<file path="config.mk">
export PLATFORM = sky130hd
export DESIGN_NAME = f2_sweep_ctrl
export DESIGN_NICKNAME = d
export VERILOG_FILES = /design/src/rtl/f2_sweep_pkg.sv /design/src/rtl/f2_settle_timer.sv /design/src/rtl/f2_sweep_ctrl.sv
export SDC_FILE = /design/constraint.sdc
export NUM_CORES = 1
export LEC_CHECK = 0
export CAP_MARGIN = 5
export CORE_MARGIN = 2
export CORE_UTILIZATION = 35
export DETAILED_ROUTE_END_ITERATION = 7
export HOLD_SLACK_MARGIN = 0.03
export PLACE_DENSITY = 0.67
export RECOVER_POWER = 100
export SYNTH_ARGS = -nofsm -noshare
export SYNTH_HDL_FRONTEND = slang
export SYNTH_SLANG_ARGS = --single-unit
</file>
<file path="constraint.sdc">
create_clock -name clk -period 3.65 [get_ports clk]
set_input_delay 0.365 -clock clk [delete_from_list [all_inputs] [get_ports clk]]
set_output_delay 0.365 -clock clk [all_outputs]
set_load 0.05 [all_outputs]
</file>
<file path="src/rtl/f2_sweep_pkg.sv">
// Shared types and sizes for the f2 exhaustive sweep controller.
package f2_sweep_pkg;
  typedef enum logic [1:0] {S_IDLE, S_SETTLE, S_SAMPLE, S_DONE} state_t;

  localparam int NUM_VECTORS = 16;
  localparam int IDX_W       = 4;
  localparam int CNT_W       = 5;
endpackage

</file>
<file path="src/rtl/f2_settle_timer.sv">
// Loadable down-counter; expired while the count sits at zero.
module f2_settle_timer #(
  parameter int W = 8
) (
  input  logic         clk,
  input  logic         rst_n,
  input  logic         load,
  input  logic         en,
  input  logic [W-1:0] load_val,
  output logic         expired
);
  logic [W-1:0] cnt;

  always_ff @(posedge clk or negedge rst_n) begin
    if (!rst_n)                    cnt <= '0;
    else if (load)                 cnt <= load_val;
    else if (en && cnt != '0)      cnt <= cnt - W'(1);
  end

  assign expired = (cnt == '0);
endmodule

</file>
<file path="src/rtl/f2_sweep_ctrl.sv">
// Walks f2 through all 16 input vectors, captures f into a truth table and scores it.
module f2_sweep_ctrl
  import f2_sweep_pkg::*;
#(
  parameter int          SETTLE   = 1,
  parameter logic [15:0] EXPECTED = 16'h0000
) (
  input  logic                   clk,
  input  logic                   rst_n,
  input  logic                   start,
  input  logic                   abort,
  input  logic                   f,
  output logic                   a,
  output logic                   b,
  output logic                   c,
  output logic                   d,
  output logic                   busy,
  output logic                   done,
  output logic [NUM_VECTORS-1:0] truth_table,
  output logic [CNT_W-1:0]       mismatch_cnt,
  output logic                   pass
);
  // Timer counts SETTLE-1 down to 0, giving SETTLE cycles in the settle state.
  localparam logic [7:0] LOAD_VAL = 8'(SETTLE - 1);

  state_t           state;
  logic [IDX_W-1:0] idx;
  logic             accept, last, tmr_load, tmr_en, tmr_expired;

  assign accept   = (state == S_IDLE) && start && !abort;
  assign last     = (idx == IDX_W'(NUM_VECTORS - 1));
  assign tmr_load = accept || ((state == S_SAMPLE) && !abort && !last);
  assign tmr_en   = (state == S_SETTLE);

  f2_settle_timer #(.W(8)) u_timer (
    .clk      (clk),
    .rst_n    (rst_n),
    .load     (tmr_load),
    .en       (tmr_en),
    .load_val (LOAD_VAL),
    .expired  (tmr_expired)
  );

  // idx is itself a flop, so the vector outputs are registered.
  assign {a, b, c, d} = idx;

  always_ff @(posedge clk or negedge rst_n) begin
    if (!rst_n) begin
      state        <= S_IDLE;
      idx          <= '0;
      busy         <= 1'b0;
      done         <= 1'b0;
      truth_table  <= '0;
      mismatch_cnt <= '0;
      pass         <= 1'b0;
    end else begin
      case (state)
        S_IDLE: begin
          done <= 1'b0;
          if (accept) begin
            idx          <= '0;
            truth_table  <= '0;
            mismatch_cnt <= '0;
            pass         <= 1'b0;
            busy         <= 1'b1;
            state        <= S_SETTLE;
          end
        end
        S_SETTLE: begin
          if (abort) begin
            busy  <= 1'b0;
            state <= S_IDLE;
          end else if (tmr_expired) begin
            state <= S_SAMPLE;
          end
        end
        S_SAMPLE: begin
          if (abort) begin
            busy  <= 1'b0;
            state <= S_IDLE;
          end else begin
            truth_table[idx] <= f;
            if (f != EXPECTED[idx]) mismatch_cnt <= mismatch_cnt + CNT_W'(1);
            if (last) begin
              busy  <= 1'b0;
              done  <= 1'b1;
              state <= S_DONE;
            end else begin
              idx   <= idx + IDX_W'(1);
              state <= S_SETTLE;
            end
          end
        end
        S_DONE: begin
          done  <= 1'b0;
          pass  <= (mismatch_cnt == '0);
          state <= S_IDLE;
        end
        default: state <= S_IDLE;
      endcase
    end
  end
endmodule

</file>
## Word-level counts from Yosys, hierarchy flattened

Memory sizes are Yosys's and may differ from the RTL's.
Cells that the tools add are included.

- Flip-flop bits (word level): 38
- ROM bits: 16
- Bits of input ports: 5
- Output and inout port bits: 28
- Word-level logic and storage cells: 86
- Memories kept: 1

Memories:

| memory | depth | bits a word | read ports | clocked after Yosys merged registers in | wr ports | RTL line | RTL |
|---|---|---|---|---|---|---|---|
| (name not given) | 16 | 1 | 1 | 0 | 0 | f2_sweep_ctrl.sv:83 | `if (f != EXPECTED[idx]) mismatch_cnt <= mismatch_cnt + CNT_W'(1);` |

- $add $sub $neg: 3
- Order comparisons: 2
- Equal/unequal tests: 13
- Multiplexer cells: 33
- Reduce and logical (&&, ||, !) cells: 26

Operator list:

| cell | number |
|---|---|
| two-way mux 16 bit | 2 |
| one-hot mux 16 bit (2 select lines) | 1 |
| bitwise mux 16 bit | 1 |
| two-way mux 8 bit | 2 |
| two-way mux 5 bit | 3 |
| two-way mux 4 bit | 3 |
| AND reduction 4 bit | 3 |
| two-way mux 2 bit | 5 |
| != test 2 bit, second input constant | 5 |
| one-hot mux 5 bit (2 select lines) | 1 |
| two-way mux 1 bit | 9 |
| zero test 8 bit | 1 |
| one-hot mux 2 bit (4 select lines) | 1 |
| one-hot mux 4 bit (2 select lines) | 1 |
| nonzero test 2 bit | 4 |
| nonzero test 8 bit | 1 |
| subtractor 8 x 1 -> 8 bit, second input constant | 1 |
| logical AND 1 bit | 6 |
| != test 3 bit, second input constant | 2 |
| AND reduction 3 bit | 2 |
| adder 5 x 1 -> 5 bit, second input constant | 1 |
| zero test 5 bit | 1 |
| less-than comparator 4 x 5 -> 1 bit, second input constant | 1 |
| adder 4 x 1 -> 4 bit, second input constant | 1 |
| 15 further kinds | 19 |

## Logic depth before layout (Yosys ltp)

Gate-level depths: netlist of run 1.

- Depth in word-level cells: 7
- Mapped depth: 7
- Mapped depth without buffers: 6

## Cells and area by module

A second synthesis of run 1 with hierarchy kept.

- Cells, all modules: 237
- Area total of the unflattened synthesis: 2215.9 um^2

Modules (own cells, without submodules):

| module | instances | cells an instance | area each (um^2) | sequential area each (um^2) |
|---|---|---|---|---|
| f2_sweep_ctrl | 1 | 179 | 1687.9 | 750.7 |
| f2_settle_timer | 1 | 58 | 528.0 | 200.2 |

## Least setup slack after synthesis of run 1

Ideal clock, no wire load.

- Kind: register to register
- From: register state[1]
- To: register u_timer.cnt[5]
- Setup time: 0.077 ns
- Arrival: 1.935 ns
- Data required time: 3.573 ns
- Setup slack: 1.638 ns
- Cell stages (with the launch flop): 7
- Path buffers: 0
- Path through: dfrtp_1 -> inv_1 -> ha_1 -> or3b_1 -> or4_1 -> or3_1 -> a21oi_1

- Cells in the longest elaborated chain, start to end: 5

RTL lines:

| item | RTL line | RTL |
|---|---|---|
| start: declaration | f2_sweep_ctrl.sv:26 | `state_t state;` |
| start signal: assignment | f2_sweep_ctrl.sv:49 | `state <= S_IDLE;` |
| start signal: assignment | f2_sweep_ctrl.sv:66 | `state <= S_SETTLE;` |
| start signal: assignment | f2_sweep_ctrl.sv:72 | `state <= S_IDLE;` |
| == test 2 bit / zero test 2 bit (equally long branches) | f2_sweep_ctrl.sv:32, f2_sweep_ctrl.sv:30 |  |
| logical AND 1 bit (on tied branches) (2 in series) | f2_sweep_ctrl.sv:32, f2_sweep_ctrl.sv:30 |  |
| logical OR 1 bit | f2_sweep_ctrl.sv:32 | `assign tmr_load = accept \|\| ((state == S_SAMPLE) && !abort && !last);` |
| two-way mux 8 bit / nonzero test 2 bit (equally long branches) | -- |  |
| end signal: assignment | f2_settle_timer.sv:16 | `else if (load) cnt <= load_val;` |
| end signal: assignment | f2_settle_timer.sv:17 | `else if (en && cnt != '0) cnt <= cnt - W'(1);` |
| end: declaration | f2_settle_timer.sv:12 | `logic [W-1:0] cnt;` |

Parallel ways exist; a longest one is shown, timed or not.
A chain may end at the register's enable or synchronous reset.

## Worst setup path in the final report of run 1

- From: register state[0]
- To: register truth_table[14]

- Cells in the longest elaborated chain, start to end: 5

RTL lines:

| item | RTL line | RTL |
|---|---|---|
| zero test 2 bit | f2_sweep_ctrl.sv:30, f2_sweep_ctrl.sv:57 |  |
| logical AND 1 bit (2 in series) | f2_sweep_ctrl.sv:30 | `assign accept = (state == S_IDLE) && start && !abort;` |
| != test 2 bit (no source line) | -- |  |
| AND reduction 3 bit (no source line) | -- |  |
| end signal: assignment | f2_sweep_ctrl.sv:53 | `truth_table <= '0;` |
| end signal: assignment | f2_sweep_ctrl.sv:62 | `truth_table <= '0;` |
| end signal: indexed assignment | f2_sweep_ctrl.sv:82 | `truth_table[idx] <= f;` |
| end: declaration | f2_sweep_ctrl.sv:19 | `output logic [NUM_VECTORS-1:0] truth_table,` |

Parallel ways exist; a longest one is shown, timed or not.

==> results by stage, run 1 <==
CTS:
- The TritonCTS clock tree is built.
- Clock-pin slew was measured on the worst setup and hold paths at around 0.08 ns.
- Clock latency on the worst-skew pair, taken at its later pin, is 0.29 ns.
- After clock tree synthesis, the flow added hold-fix buffers numbering 0.
- CTS placed an instance of sky130_fd_sc_hd__clkbuf_8 at the clock tree root.
- The H-tree generated during clock tree synthesis spans 2 levels.
- The clock buffer count from CTS is 5.
- The number of gates resized after CTS was 0.
- For this design, the sink count on the clock tree is 38.
- The worst-case clock buffer depth is 2.
- The post-CTS setup buffer count is 0.

Cells and area:
- Compared with the post-synthesis result, the final layout area differs by 22.2%.
- The library cell used most frequently in the layout, excluding fill and tap cells, is sky130_fd_sc_hd__dfrtp_1.
- Fill cells in the final layout number 562.
- At the end of the flow, the number of nets in the layout was 272.
- The ratio of cells with drive above 1 in the final layout is 4.30%.
- The top cell types in the final layout, fill and taps aside, are sky130_fd_sc_hd__dfrtp_1 (38), sky130_fd_sc_hd__dlygate4sd3_1 (29), sky130_fd_sc_hd__nand2_1 (26), sky130_fd_sc_hd__a21oi_1 (18), sky130_fd_sc_hd__nand3_1 (14).
- The final cell count without fillers is 331.
- The repair_antennas step left the layout with diodes totalling 0.

Timing:
- Setup repair after global routing left no endpoint under its margin.
- For the pin with the worst max-slew slack, the measured transition is a little over 2 ns.
- The post-route clock skew is 0.00898 ns.
- The number of endpoints with negative hold slack in the final report is 0.
- For this run, the top clock speed supported by timing is 405 MHz.
- The number of failing setup endpoints in the final timing report is 0.
- The final clock period utilization by the worst path is 67.6%.
- The final critical delay including setup and external delays is 2.47 ns.
- The worst hold margin is a little under 0.5 ns.
- The total count of max-transition violations in the final report is 39.
- The relative slew slack is -38.3%.
- The final setup TNS is 0 ns.

Global routing:
- The initial antenna violation count is 0.
- After global routing the overflow that remains totals 0.
- The global routing usage summed across all routing layers is 15.0%.
- Entering global routing, the biggest net connects 39 pins.
- The via count of the first global-routing pass is 1748.
- The first global-routing pass estimated between 7 and 8 mm of wire.

Worst setup path:
- The largest individual stage delay along the critical path comes from the cell sky130_fd_sc_hd__nor3b_1.
- The endpoint of the worst-slack reg-to-reg timing path is truth_table[14].
- The reg-to-reg critical path startpoint is state[0].
- The startpoint kind of the worst setup timing path is a flip-flop.
- The buffering stage count on the worst path with inverters included is 1.
- The setup slack of the most critical reg-to-reg path is 1.18 ns.
- The highest fanout seen on the critical path is 12.
- The worst path required time is 3.88 ns.
- The setup path with the least slack is of type flip-flop to flip-flop.
- Data arrives at the worst endpoint at 2.70 ns.
- The capturing instance or port of the critical path is truth_table[14].
- Walking the worst path, the cells encountered are inv_1 -> ha_1 -> mux2i_1 -> nor3b_1 -> mux2_1 -> a22o_1.
- The start point of the critical path is state[0].
- The worst register-to-register path has a depth of 6.
- STA classifies the critical path endpoint as a flip-flop.
- For this run, the slowest stage of the critical path takes roughly 0.8 ns.
- The number of cells on the critical path is 6.
- The cell family with the largest share of critical-path delay is simple AND/OR/NAND/NOR gates.

Placed design:
- The HPWL after detailed placement is 3.23 mm.
- The number of placed instances, taps included, is 323.
- The number of port buffers is 32.
- The final weighted congestion of routability-driven global placement is 0.768.

Floorplan:
- The floorplan die area is 6770 um2.
- The number of placement rows is 28.
- The initial utilization of the core area, before any placement, comes to 36.2%.
- Measured along the y axis, the die boundary spans 82.3 um.
- The number of ports placed on the die boundary is 33.
- Measured along the x axis, the die boundary spans 82.3 um.
- The floorplan core area is 5920 um2.

Drt:
- In the routed design, unresolved DRC markers number 0.
- In this run the remaining antenna-violating nets after routing total 0.
- The first TritonRoute pass finished after 4 iterations.
- In the final routed layout, each cell accounts on average for 14.2 um.
- The via count of the routed design is 1737.
- After the first detailed-routing iteration, the DRC count stood at 64.
- The number of vias per cell after detailed routing is between 5 and 6.
- After detailed routing, the total wire length is roughly 4.7 mm.

Synthesis:
- Of the synthesized area, sequential elements account for between 40% and 50%.
- The netlist area before placement is ~2100 um2.
- The number of library cell types mapped by synthesis is 42.
- The total of warnings raised by yosys is 0.
- Counting flops with an async set or reset pin after synthesis yields a share of 100%.
- The count of mapped cells out of synthesis is 223.
- Among all flip-flop cells after synthesis, the most frequent one is sky130_fd_sc_hd__dfrtp_1.
- The number of flops mapped to enable cells by yosys is 0.
- When the netlist entered floorplanning its net count stood at between 200 and 250.
- Counting flops and latches in the post-synthesis netlist gives 38.
- The mean instance size in the synthesized netlist is 9.62 um2.

Status:
- The flow ran to the end, but the final reports show violations.
- The checks that failed: max-capacitance violations, max-slew violations.

Power and ir drop:
- The analysis attributes to cell leakage a power of about 1.2 nW.
- Power spread over the standard cell area amounts to 526 nW/um2.
- The worst vdd rail ir drop is ~0.00023 V.

Worst hold path:
- The worst hold-check path type is flip-flop to flip-flop.

Job:
- The reported max-cap violation count is 1.
flip-flops by register name, summed over array words and instances (netlist names):
register	cells
state	2
idx	4
mismatch_cnt	5
busy	1
u_timer.cnt	8
done	1
pass	1
truth_table	16
cells in the mapped netlist, types with 5 or more instances:
cell type | number | area share [%]
sky130_fd_sc_hd__clkbuf_1 | 8 | 1.4
sky130_fd_sc_hd__nand4_1 | 8 | 2.3
sky130_fd_sc_hd__a21oi_1 | 17 | 4.0
sky130_fd_sc_hd__nor2_1 | 13 | 2.3
sky130_fd_sc_hd__mux2i_1 | 12 | 5.6
sky130_fd_sc_hd__nand2_1 | 26 | 4.6
sky130_fd_sc_hd__dfrtp_1 | 38 | 44
sky130_fd_sc_hd__xnor2_1 | 5 | 2.0
sky130_fd_sc_hd__nor2b_1 | 5 | 1.5
sky130_fd_sc_hd__nor3_1 | 5 | 1.2
sky130_fd_sc_hd__nand3_1 | 14 | 3.3
sky130_fd_sc_hd__inv_1 | 9 | 1.6
sky130_fd_sc_hd__ha_1 | 12 | 7.0
per-layer routing:
| metal | track usage (%) | part of all wire [%] | up-vias | wire length (um) |
|---|---|---|---|---|
| met5 | 0 | 0 | - | 0 |
| met4 | 5.00 | 1.2 | 0 | 55 |
| met3 | 3.26 | 4.5 | 9 | 209 |
| met2 | 25.2 | 49 | 40 | 2280 |
| met1 | 19.0 | 46 | 831 | 2150 |
| li1 | - | - | 857 | - |
cell type report:
cell class	instances	area, um2	area share, %
sequential	38	951	36.3
timing repair buffer	34	329	12.6
clock inverter	1	30.0	1.15
multi-input combinational	166	1100	42.1
tap	75	93.8	3.58
clock buffer	7	76.3	2.91
inverter	10	37.5	1.43
report_power, final:
part           internal, mW  switching [mW]  leakage [nW]
clock network         0.205           0.148        0.0524
logic                 0.185           0.306         0.676
registers             0.482          0.0530         0.517
total                 0.872           0.507          1.25
per-stage QoR:
| stage | worst slack (ns) | utilization (%) | total power [mW] | instance area, um2 |
|---|---|---|---|---|
| global placement | 1.33 | 42.7 | 1.04 | 2530 |
| CTS | 1.23 | 44.5 | 1.41 | 2630 |
| global route | 0.960 | 44.3 | 1.47 | 2620 |
| detailed placement | 1.27 | 42.7 | 1.05 | 2530 |
| finish | 1.18 | 44.3 | 1.38 | 2620 |
| floorplan | 1.64 | - | 0.922 | 2140 |
worst min path at each step:
stage,slack (ns),cells past startpoint,to,from
floorplan,0.07,0,busy,rst_n
global placement,0.48,1,done,done
detailed placement,0.49,1,done,done
CTS,0.23,1,done,rst_n
global route,0.53,1,done,done
finish,0.49,1,done,done
cells by family (layout without fill, tap and decap cells):
logic type	Yosys count	count (layout)	synth area share (%)
and+or+nand+nor	95	95	23.6
buffers and inverters	19	52	3.68
DFF	38	38	44.3
xor gates and xnor gates	5	5	2.04
muxes	16	16	7.70
adders and majority gates	12	12	7.00
AOI/OAI and AO/OA	38	38	11.6
worst reg2reg max path, stage by stage (launching register included):
cell	delay (ns)
sky130_fd_sc_hd__dfrtp_1	0.41
sky130_fd_sc_hd__inv_1	0.13
sky130_fd_sc_hd__ha_1	0.41
sky130_fd_sc_hd__mux2i_1	0.28
sky130_fd_sc_hd__nor3b_1	0.82
sky130_fd_sc_hd__mux2_1	0.25
sky130_fd_sc_hd__a22o_1	0.12
Note: power is estimated with default switching activity, not from simulation.
==> run 2, diff against run 1 <==
==> constraint.sdc (replaced) <==
create_clock -name clk -period 2.6 [get_ports clk]
set_input_delay 0.26 -clock clk [delete_from_list [all_inputs] [get_ports clk]]
set_output_delay 0.26 -clock clk [all_outputs]
set_load 0.05 [all_outputs]
==> run 2 against run 1 <==
Effect of this change:
- the flow still finishes with violations (max-capacitance violations, max-slew violations)
- non-clock buffer count up 2
- sequential power up 40%
- largest cell class unchanged
- flip-flop and latch count unchanged
- routed wire length up 1.3%
- cell area unchanged
- critical endpoint is now truth_table[3]
- die area unchanged
- sequential share of layout area unchanged
==> results by stage, run 2 (same netlist as run 1, synthesis figures left out) <==
Cells and area:
- Largest registers: truth_table: 16 flops, u_timer.cnt: 8 flops, mismatch_cnt: 5 flops (unchanged).
- Most frequent cells in the layout: sky130_fd_sc_hd__dfrtp_1 (38), sky130_fd_sc_hd__dlygate4sd3_1 (28), sky130_fd_sc_hd__nand2_1 (26), sky130_fd_sc_hd__a21oi_1 (18), sky130_fd_sc_hd__nand3_1 (14) (was sky130_fd_sc_hd__dfrtp_1 (38), sky130_fd_sc_hd__dlygate4sd3_1 (29), sky130_fd_sc_hd__nand2_1 (26), sky130_fd_sc_hd__a21oi_1 (18), sky130_fd_sc_hd__nand3_1 (14)).
- The number of nets in the layout is 274 (was 272).
- The most common library cell in the layout ignoring fill and taps is sky130_fd_sc_hd__dfrtp_1 (unchanged).
- The antenna diode count is 0 (unchanged).
- The area occupied by registers is 951 um2 (unchanged).
- The final-layout fill cell count came to 591 (was 562).
- The core utilization of the finished layout is 44.3% (unchanged).
- The post-route cell area is 2620 um2 (unchanged).
- The synthesis-to-layout area growth is 22.2% (unchanged).
- The flip-flop count of the largest register, all copies and words added was 16 (unchanged).
- The largest register by flop count is truth_table (unchanged).
- The area of combinational cells with multiple inputs was 1100 um2 (unchanged).
- The ratio of cells with drive above 1 in the final layout is 5.43% (was 4.30%).

Worst setup path:
- The highest fanout seen on the critical path is 9 (was 12).
- The worst stage delay on the critical path came to 0.55 ns (was 0.82 ns).
- The data arrival at the endpoint of the critical path is 2.41 ns (was 2.70 ns).
- The capturing instance or port of the critical path is truth_table[3] (was truth_table[14]).
- The capturing element type of the critical path was a flip-flop (unchanged).
- The start point of the critical path is state[0] (unchanged).
- The master of the slowest instance on the critical path is sky130_fd_sc_hd__mux2i_1 (was sky130_fd_sc_hd__nor3b_1).
- The critical setup path kind is flip-flop to flip-flop (unchanged).
- The endpoint of the worst-slack reg-to-reg timing path is truth_table[3] (was truth_table[14]).
- Series of cell instances along the critical path: inv_1 -> ha_1 -> mux2i_1 -> nor3b_1 -> mux2_1 -> a22o_1 (unchanged).
- The startpoint kind of the worst setup timing path is a flip-flop (unchanged).
- The worst path required time is 2.78 ns (was 3.88 ns).
- The number of cell instances on the worst register-to-register path is 6 (unchanged).
- The reg-to-reg critical path startpoint is state[0] (unchanged).
- The setup slack of the most critical reg-to-reg path is 0.37 ns (was 1.18 ns).

CTS:
- The latest clock arrival within the worst-skew pair is 0.30 ns (was 0.29 ns).
- The number of resized instances in the post-cts repair step is 0 (unchanged).
- The post-CTS setup buffer count was 0 (unchanged).
- The clock buffer count from CTS was 5 (unchanged).
- The hold buffer count at cts is 0 (unchanged).
- The register clock-pin slew on the reported worst setup and hold paths is 0.07 ns (was 0.08 ns).
- The TritonCTS clock tree was built (unchanged).
- The deepest level of the CTS H-tree is 2 (unchanged).
- The worst-case clock buffer depth was 2 (unchanged).
- The TritonCTS sink count is 38 (unchanged).
- The clock tree root driver cell is sky130_fd_sc_hd__clkbuf_8 (unchanged).

Timing:
- The final critical delay including setup and external delays is 2.23 ns (was 2.47 ns).
- RSZ-0062 raised after global routing: no (unchanged).
- The final setup TNS is 0 ns (unchanged).
- The post-route clock skew came to 0.00849 ns (was 0.00898 ns).
- The number of endpoints with negative hold slack in the final report is 0 (unchanged).
- The relative slew slack is -37.1% (was -38.3%).
- The highest clock rate is 449 MHz (was 405 MHz).
- The transition time of the tightest slew-check pin was 2.06 ns (was 2.07 ns).
- The number of failing setup endpoints in the final timing report came to 0 (unchanged).
- The total count of max-transition violations in the final report is 39 (unchanged).
- The final clock period utilization by the worst path is 85.6% (was 67.6%).

Global routing:
- The first-pass GRT wire length is 7.85 mm (unchanged).
- The total congestion overflow after global routing is 0 (unchanged).
- The via count of the first global-routing pass is 1680 (was 1748).
- The initial antenna violation count came to 0 (unchanged).
- The maximum number of pins on one net before global-route repair was 39 (unchanged).
- The global routing usage summed across all routing layers is 15.2% (was 15.0%).

Drt:
- The number of vias per cell after detailed routing was 5.31 (was 5.25).
- The iteration-0 DRC count of the detailed router is 66 (was 64).
- The final routed wirelength across all metal layers is 4.75 mm (was 4.69 mm).
- The routed length per instance came to 14.3 um (was 14.2 um).
- The via count of the routed design is 1769 (was 1737).
- The detailed-routing iteration count for the pre-antenna-repair pass was 4 (unchanged).
- The detailed-route DRC error count came to 0 (unchanged).
- The post-detailed-route count of antenna-violating nets came to 0 (unchanged).

Floorplan:
- The floorplan core area is 5920 um2 (unchanged).
- The number of placement rows is 28 (unchanged).
- The chip height came to 82.3 um (unchanged).
- The die outline width is 82.3 um (unchanged).
- The effective utilization at floorplan came to 36.2% (unchanged).
- The number of ports placed on the die boundary is 33 (unchanged).
- The floorplan die area is 6770 um2 (unchanged).

Status:
- Status: finished with violations (unchanged).
- Failing checks: max-capacitance violations, max-slew violations (unchanged).

Placed design:
- The post-placement cell area is 2540 um2 (was 2530 um2).
- The final weighted congestion of routability-driven global placement is 0.772 (was 0.768).
- The HPWL after detailed placement was 3.39 mm (was 3.23 mm).
- The number of port buffers came to 32 (unchanged).

Worst hold path:
- The worst hold-check path type is flip-flop to flip-flop (unchanged).

Power and ir drop:
- The static leakage power is 1.25 nW (about the same).
- The total power divided by cell area is 715 nW/um2 (was 526 nW/um2).
- The worst vdd rail ir drop is 0.000398 V (was 0.000234 V).
- The overall power consumption was 1.87 mW (was 1.38 mW).

Job:
- The reported max-cap violation count came to 1 (unchanged).
-- run 2: layer usage --
metal | vias to the layer above | GRT usage, % | part of all wire, %
met5 | - | 0 | 0
met4 | 0 | 7.17 | 2.0
met3 | 9 | 3.37 | 3.9
met2 | 39 | 24.3 | 48
met1 | 856 | 19.5 | 46
li1 | 865 | - | -
-- run 2: how the worst min path moves through the flow --
stage,start,endpoint,slack (ns),cells after the start
after CTS,rst_n,mismatch_cnt[2],0.11,1
final,done,done,0.52,1
after floorplan,rst_n,busy,-0.04,0
after global routing,done,done,0.54,1
after detailed placement,rst_n,busy,0.43,1
after global placement,rst_n,busy,0.42,1
-- run 2: through the flow --
stage / setup slack, ns / instances / hold WS (ns)
2_1_floorplan: 0.588 / 223 / -0.0356
3_3_place_gp: 0.497 / 325 / 0.421
3_5_place_dp: 0.425 / 325 / 0.427
4_1_cts: 0.407 / 333 / 0.107
5_1_grt: 0.194 / 333 / 0.541
6_report: 0.375 / 333 / 0.518
-- run 2: report_power, final --
part           switching [mW]  total (mW)  internal [mW]
registers              0.0746       0.751          0.677
clock network           0.209       0.423          0.214
logic                   0.429       0.697          0.268
total                   0.713        1.87           1.16
-- run 2: layout make-up --
class                   instances  area share, %
multi-input cells             166           42.1
flip-flops and latches         38           36.3
repair buffers                 36           13.1
well taps                      75           3.58
clock buffers                   7           3.30
inverters                      10           1.43
clock inverters                 1          0.191
-- run 2: worst max-delay path, delay by kind of cell (launching register included) --
family	cells	cell delay, ns
multiplexers	2	0.90
buffers and inverters	1	0.13
flip-flops	1	0.41
adder cells (fa/ha/maj)	1	0.20
AO/OA/AOI/OAI	1	0.19
AND/OR/NAND/NOR	1	0.29
